## config.mk

```make
export PLATFORM = sky130hd
export DESIGN_NAME = voting_ballot_packer_flat
export DESIGN_NICKNAME = d
export VERILOG_FILES = /design/src/rtl/voting_ballot_packer_if.sv /design/src/rtl/voting_ballot_packer.sv /design/src/flat_wrapper.sv
export SDC_FILE = /design/constraint.sdc
export NUM_CORES = 1
export LEC_CHECK = 0
export CAP_MARGIN = 20
export CORE_MARGIN = 4
export CORE_UTILIZATION = 52
export DETAILED_ROUTE_END_ITERATION = 6
export GPL_ROUTABILITY_DRIVEN = 0
export PLACE_DENSITY_LB_ADDON = 0.15
export SETUP_SLACK_MARGIN = 0.05
export SYNTH_ARGS = -nofsm -noshare
export SYNTH_HDL_FRONTEND = slang
export SYNTH_SLANG_ARGS = --single-unit
export TNS_END_PERCENT = 100
```

## constraint.sdc

```tcl
create_clock -name clk -period 3.7 [get_ports clk]
set_clock_uncertainty 0.15 [all_clocks]
set_input_delay 0.555 -clock clk [delete_from_list [all_inputs] [get_ports clk]]
set_output_delay 0.555 -clock clk [all_outputs]
set_load 0.005 [all_outputs]
```

## src/rtl/voting_ballot_packer_if.sv

```systemverilog
// -----------------------------------------------------------------------------
// voting_ballot_packer_if
// Bundles the ballot input stream and the packed-frame output stream of
// voting_ballot_packer.
//   vote_valid/vote_bit/vote_ready : ballot handshake (packer is the sink)
//   close                          : request to end the session early
//   frame_valid/frame_ready        : frame handshake (packer is the source)
//   frame_data[15:0]               : bit 0 session flag, bit k = ballot k-1
//   frame_count[3:0]               : ballots packed into the current frame
//   yes_count[3:0]/majority        : tally outputs, only with VOTING_TALLY_EN
// Modport master is the packer side; modport slave is the surrounding logic.
// Optional feature macro: VOTING_TALLY_EN
// -----------------------------------------------------------------------------
interface voting_ballot_packer_if;
   logic        vote_valid;
   logic        vote_bit;
   logic        vote_ready;
   logic        close;
   logic        frame_valid;
   logic        frame_ready;
   logic [15:0] frame_data;
   logic [3:0]  frame_count;
`ifdef VOTING_TALLY_EN
   logic [3:0]  yes_count;
   logic        majority;

   modport master (
      input  vote_valid, vote_bit, close, frame_ready,
      output vote_ready, frame_valid, frame_data, frame_count, yes_count, majority
   );
   modport slave (
      output vote_valid, vote_bit, close, frame_ready,
      input  vote_ready, frame_valid, frame_data, frame_count, yes_count, majority
   );
`else
   modport master (
      input  vote_valid, vote_bit, close, frame_ready,
      output vote_ready, frame_valid, frame_data, frame_count
   );
   modport slave (
      output vote_valid, vote_bit, close, frame_ready,
      input  vote_ready, frame_valid, frame_data, frame_count
   );
`endif
endinterface

```

## src/rtl/voting_ballot_packer.sv

```systemverilog
// -----------------------------------------------------------------------------
// voting_ballot_packer
// Collects single-bit ballots into a 16-bit frame and hands the frame to a
// downstream voting circuit.  A frame closes when MAX_VOTERS ballots have been
// accepted or when close is seen; it is then held until frame_ready.
// Ports:
//   clk   : clock, all state on the rising edge
//   rst_n : asynchronous active-low reset, discards any partial/pending frame
//   bus   : voting_ballot_packer_if.master (ballot input, frame output)
// Parameter:
//   MAX_VOTERS : ballots per frame, 1..15
// Optional feature macro: VOTING_TALLY_EN adds yes_count and majority.
// -----------------------------------------------------------------------------
module voting_ballot_packer #(
   parameter int MAX_VOTERS = 15
) (
   input logic                    clk,
   input logic                    rst_n,
   voting_ballot_packer_if.master bus
);

   localparam logic [3:0] MAX_CNT = 4'(MAX_VOTERS);

   typedef enum logic {
      COLLECT = 1'b0,
      EMIT    = 1'b1
   } state_t;

   state_t      state_r;
   state_t      state_s;
   logic [15:0] data_r;
   logic [3:0]  count_r;
   logic [3:0]  next_count_s;
   logic        accept_s;
   logic        last_s;
   logic        handshake_s;

   assign accept_s     = bus.vote_valid & (state_r == COLLECT);
   assign next_count_s = count_r + 4'd1;
   assign last_s       = (next_count_s == MAX_CNT);
   assign handshake_s  = (state_r == EMIT) & bus.frame_ready;

   // State register
   always_ff @(posedge clk or negedge rst_n) begin
      if (!rst_n) begin
         state_r <= COLLECT;
      end else begin
         state_r <= state_s;
      end
   end

   // Next-state logic: a ballot accepted alongside close is still packed,
   // because the datapath takes it on the same edge the state moves to EMIT
   always_comb begin
      state_s = state_r;
      case (state_r)
         COLLECT: begin
            if (bus.close || (accept_s && last_s)) begin
               state_s = EMIT;
            end else begin
               state_s = COLLECT;
            end
         end
         EMIT: begin
            if (bus.frame_ready) begin
               state_s = COLLECT;
            end else begin
               state_s = EMIT;
            end
         end
         default: state_s = COLLECT;
      endcase
   end

   // Frame datapath: bit 0 marks a non-empty session, ballot n lands in bit n+1
   always_ff @(posedge clk or negedge rst_n) begin
      if (!rst_n) begin
         data_r  <= 16'h0000;
         count_r <= 4'd0;
      end else if (handshake_s) begin
         data_r  <= 16'h0000;
         count_r <= 4'd0;
      end else if (accept_s) begin
         data_r[next_count_s] <= bus.vote_bit;
         data_r[0]            <= 1'b1;
         count_r              <= next_count_s;
      end else begin
         data_r  <= data_r;
         count_r <= count_r;
      end
   end

   assign bus.vote_ready  = (state_r == COLLECT);
   assign bus.frame_valid = (state_r == EMIT);
   assign bus.frame_data  = data_r;
   assign bus.frame_count = count_r;

`ifdef VOTING_TALLY_EN
   logic [3:0] yes_r;
   logic [3:0] yes_next_s;
   logic       majority_r;

   assign yes_next_s = yes_r + {3'd0, bus.vote_bit};

   // Running yes tally; majority is precomputed with the post-accept counts
   always_ff @(posedge clk or negedge rst_n) begin
      if (!rst_n) begin
         yes_r      <= 4'd0;
         majority_r <= 1'b0;
      end else if (handshake_s) begin
         yes_r      <= 4'd0;
         majority_r <= 1'b0;
      end else if (accept_s) begin
         yes_r      <= yes_next_s;
         majority_r <= ({yes_next_s, 1'b0} > {1'b0, next_count_s});
      end else begin
         yes_r      <= yes_r;
         majority_r <= majority_r;
      end
   end

   assign bus.yes_count = yes_r;
   assign bus.majority  = majority_r;
`endif

endmodule
```

## src/flat_wrapper.sv

```systemverilog
// flat-port wrapper written by rule: the top's interface ports become plain ports
module voting_ballot_packer_flat 
#(
   parameter int MAX_VOTERS = 15
)
  (clk, rst_n, bus_vote_valid, bus_vote_bit, bus_close, bus_frame_ready, bus_vote_ready, bus_frame_valid, bus_frame_data, bus_frame_count);
  voting_ballot_packer_if bus_i ();
  input logic clk;
  input logic rst_n;
  input wire logic [$bits(bus_i.vote_valid)-1:0] bus_vote_valid;
  input wire logic [$bits(bus_i.vote_bit)-1:0] bus_vote_bit;
  input wire logic [$bits(bus_i.close)-1:0] bus_close;
  input wire logic [$bits(bus_i.frame_ready)-1:0] bus_frame_ready;
  output wire logic [$bits(bus_i.vote_ready)-1:0] bus_vote_ready;
  output wire logic [$bits(bus_i.frame_valid)-1:0] bus_frame_valid;
  output wire logic [$bits(bus_i.frame_data)-1:0] bus_frame_data;
  output wire logic [$bits(bus_i.frame_count)-1:0] bus_frame_count;
  assign bus_i.vote_valid = bus_vote_valid;
  assign bus_i.vote_bit = bus_vote_bit;
  assign bus_i.close = bus_close;
  assign bus_i.frame_ready = bus_frame_ready;
  assign bus_vote_ready = bus_i.vote_ready;
  assign bus_frame_valid = bus_i.frame_valid;
  assign bus_frame_data = bus_i.frame_data;
  assign bus_frame_count = bus_i.frame_count;
  voting_ballot_packer #(.MAX_VOTERS(MAX_VOTERS)) u_core (.clk(clk), .rst_n(rst_n), .bus(bus_i));
endmodule
```

Word level (Yosys, flattened, before mapping)
Cells that the tools add are included.
- flip-flop bits (word level): 21
- bits in latches: 0
- memory bits (writable): 0
- memory bits (read-only): 0
- input port bits: 6
- output and inout port bits: 22
- memories kept: 0
- $add $sub $neg: 1
- multiply operators: 0
- div/mod/pow operators: 0
- $lt $le $gt $ge: 2
- equality and inequality tests: 1
- shift-type cells: 0
- mux-type cells: 10
- bitwise operators: 3
- reductions and logical operators: 4
- operators by type and width (cell ; number):
    $mux 16 ; 2
    $bwmux 16 ; 1
    $mux 4 ; 2
    $lt 4x5->1 const B ; 1
    $add 4x1->4 const B ; 1
    $demux 1 s4 ; 1
    $eq 4x4->1 const B ; 1
    $ge 4x1->1 const B ; 1
    $mux 1 ; 3
    $and 1x1->1 ; 2
    $logic_and 1x1->1 ; 2
    $pmux 1 s2 ; 1
    $reduce_bool 2->1 ; 1
    $logic_or 1x1->1 ; 1
    $not 1->1 ; 1

Logic depth before layout (Yosys ltp)
- depth after elaboration: 8
- depth in mapped cells: 6
- mapped depth without buffers: 5

Worst setup path after synthesis
OpenSTA, ideal clock, no wires.
- kind: flip-flop to flip-flop
- from: reg u_core.count_r[0], in the netlist u_core.bus.frame_count[0]
- to: reg u_core.data_r[15], in the netlist u_core.bus.frame_data[15]
- data arrival time: 1.577 ns
- required time: 3.472 ns
- slack: 1.895 ns
- stages on the path, launching flop included: 7
- clock period less this slack: 1.805 ns
- cells stage by stage: dfrtp_1 -> ha_1 -> buf_4 -> xor2_1 -> nand3_1 -> or3_1 -> a21boi_1
- longest elaborated chain between the ends: 8
- elaborated cells on any way between the ends: 9
- classes of those cells: 1 x add/sub; 2 x order compare; 5 x mux; 1 x reduce/logical
- ends and longest elaborated chain (what ; line ; source):
    start, declared ; voting_ballot_packer.sv:32 ; logic [3:0] count_r;
    start signal, assigned ; voting_ballot_packer.sv:86 ; count_r <= next_count_s;
    start signal, assigned ; voting_ballot_packer.sv:89 ; count_r <= count_r;
    $add 4x1->4 (*) ; voting_ballot_packer.sv:39 ; assign next_count_s = count_r + 4'd1;
    $lt 4x5->1 (implied by the code) / $ge 4x1->1 (equally long branches) ; voting_ballot_packer.sv:84 ; data_r[next_count_s] <= bus.vote_bit;
    $logic_and 1x1->1 (implied by the code) ; voting_ballot_packer.sv:84 ;
    $mux 1 (implied by the code) ; voting_ballot_packer.sv:84 ;
    $demux 1 s4 (*) ; - ;
    $bwmux 16 (*) ; voting_ballot_packer.sv:84 ;
    $mux 16 (*) ; voting_ballot_packer.sv:83 ; end else if (accept_s) begin
    $mux 16 (*) ; voting_ballot_packer.sv:80 ; end else if (handshake_s) begin
    end signal, assigned by index ; voting_ballot_packer.sv:84 ;
    end signal, assigned ; voting_ballot_packer.sv:88 ; data_r <= data_r;
    end, declared ; voting_ballot_packer.sv:31 ; logic [15:0] data_r;
Mark *: on every way between the ends. The rest lies on a longest branch, timed or not. The select of a mux whose other input is x is not followed.
A chain may end at the register's enable or synchronous reset.

Worst setup path in the final report
- from: in bus_vote_valid
- to: reg u_core.data_r[15], in the netlist u_core.bus.frame_data[15]
- longest elaborated chain between the ends: 2
- ends and longest elaborated chain (what ; line ; source):
    start, declared ; flat_wrapper.sv:10 ; input wire logic [$bits(bus_i.vote_valid)-1:0] bus_vote_valid;
    $and 1x1->1 ; voting_ballot_packer.sv:38 ; assign accept_s = bus.vote_valid & (state_r == COLLECT);
    $reduce_bool 2->1 (no source line) ; - ;
Every way passes these cells.

==> metrics.txt <==
mapped cell area 0.00118 mm2; GRT Overall Usage 18.4%; Final Max Tran Viols 0; GR Util met1 23.3%; Tightest Pin Transition 0.921 ns; critical path class input port to flop; Core Box Area 0.00206 mm2; Cell Rows 16; post-synth cell types 32; post-route ant nets 0; top cells by area, synth dfrtp_1 (45%), mux2i_1 (6.8%), nand2_1 (6.0%), ha_1 (5.3%), o211ai_1 (3.8%); Initial DRC Count 10; per-cell routed wire length 15.7 um; LEAKAGE 0.686 nW; Crit. End Element flop; final setup violation count 0; Skew-Pair Late Insertion Delay 0.29 ns; vias per std cell 5.64; Max Cap Viol 0; RSZ-0062 raised after global routing false; antenna violations before repair 0; share of cells above drive strength 1 7.04%; Clock Tree Root clkbuf_4; port buffer count 27; pin count of the biggest net entering global routing 22; crit path max fanout 9; DRC 0; Power Density 341 mW/mm2; drt first pass iters 4; num ports 28; H-tree depth 1; nets 154; GR Overflow Total 0; Worst Hold Class flop to flop; CP required 3.77 ns; die boundary height 55.6 um; P&R area growth vs syn 24.4%; diode count 0; drt total wl 2660 um; ys async rst share 100%; Highest Clock Rate 439 MHz; gr busiest metal met2; CTS tree yes; die area 0.00310 mm2; Synthesized Nets 129; Slew HR 38.4%; status complete, no violations; Synth warnings 0; Yosys reg bits 21; post-CTS sizing 0; met2 GRT Util 30.4%; CTS sink count 21; DP Wirelength 1960 um; Initial Utilization 57.2%; Cells after Synth 118; Post-DP Area 0.00144 mm2; top cells by count, synth dfrtp_1 (21), nand2_1 (19), mux2i_1 (8), o21ai_0 (7); Post-synth top flop dfrtp_1; Final Instance Area 0.00147 mm2; total CTS buffers 3; CTS clk-pin slew, worst paths 0.12 ns; global-route wire length before repair 4580 um; Post-CTS Setup Inserts 0; Bufs on Longest Clock Path 2; Post-synth EDFFs 0; Synth top area share 44.5%; vias in the first global route 980; Syn Area/Cell 10.0 um2; CP Data Arrival Time 2.35 ns; crit start category input port; Die Width 55.6 um; Final min period 2.28 ns; sequential area share after synthesis 44.5%; top-count cell post-synth dfrtp_1; final period utilization 61.5%; maximum vdd drop 0.287 mV; largest area contributor in the netlist dfrtp_1; hold violation total from the final report 0; Vias 954; met3 Use GR 4.64%; CTS Hold Bufs 0; Sum Neg Setup Slack 0 ns
## registers in the layout, summed over array words and instances, names as in the netlist
register,flops
u_core.bus.frame_data,16
u_core.bus.frame_count,4
u_core.bus.frame_valid,1
## worst max-delay path: stages
cell and delay (ns):
clkdlybuf4s50_1 0.53, nor2b_1 0.50, nand3_1 0.23, or3_1 0.38
a21boi_1 0.15
## cell type report
type / count / area [um2]
multi-input cells: 84 / 588
clock buffers: 3 / 22.5
clock inverters: 1 / 5.00
flip-flops and latches: 21 / 526
repair buffers: 27 / 270
inverters: 6 / 22.5
well taps: 27 / 33.8
fillers: 173 / 594
## layout by cell type (no fill, tap or decap), drive strengths merged
master,Yosys,routed
dfrtp,21,21
and3,1,1
o211ai,6,6
nand2,19,19
clkbuf,2,3
nor3,1,1
o22ai,1,1
or3,1,1
a41oi,1,1
a211o,1,1
ha,5,5
a21boi,1,1
nand3b,1,1
o21ai,7,7
nor2,2,2
nor3b,1,1
inv,6,6
xnor2,1,1
nand3,2,2
xor2,1,1
nand2b,1,1
o31ai,6,6
clkinv,0,1
mux2i,8,8
a32oi,1,1
clkdlybuf4s50,0,27
a22o,1,1
nor2b,3,3
o21bai,5,5
a21oi,6,6
a21bo,1,1
## through the flow
stage          worst slack [ns]  utilization (%)  hold WS (ns)  power [mW]  cells
6_report                   1.42             71.2         0.383       0.501    169
2_1_floorplan              1.90                -         0.109       0.334    118
5_1_grt                    1.30             71.2         0.421       0.531    169
3_3_place_gp               1.24             69.8         0.363       0.389    165
4_1_cts                    1.44             71.2         0.390       0.505    169
3_5_place_dp               1.17             69.8         0.373       0.397    165
## per-layer routing
| metal | vias to the layer above | wire length (um) |
|---|---|---|
| met5 | - | 0 |
| met4 | 0 | 36 |
| met2 | 20 | 1290 |
| li1 | 467 | - |
| met3 | 5 | 123 |
| met1 | 462 | 1210 |
## logic make-up after synthesis
group | Yosys count | share of synthesized area, %
compound gates | 37 | 22.7
xor+xnor | 2 | 1.48
fa+ha+maj | 5 | 5.30
buf+inv | 13 | 5.62
flops | 21 | 44.5
mux | 8 | 6.79
simple gates | 32 | 13.6
## final timing paths
path,start,endpoint,slack [ns],cells after the start
setup / recovery,bus_vote_valid,u_core.bus.frame_data[15],1.42,5
hold / removal,u_core.bus.frame_data[13],u_core.bus.frame_data[13],0.38,2
min in group asynchronous,rst_n,u_core.bus.frame_data[9],0.60,1
hold reg to reg,u_core.bus.frame_data[13],u_core.bus.frame_data[13],0.38,2
max in group asynchronous,rst_n,u_core.bus.frame_data[0],2.23,1
setup reg to reg,u_core.bus.frame_count[1],u_core.bus.frame_data[15],1.51,5
## report_power, final
group	total (mW)	internal, mW	switching (mW)
Combinational	0.119	0.0597	0.0592
Sequential	0.273	0.245	0.0279
Clock	0.109	0.0403	0.0689
Total	0.501	0.345	0.156
Power figures use the tool's default switching activity.
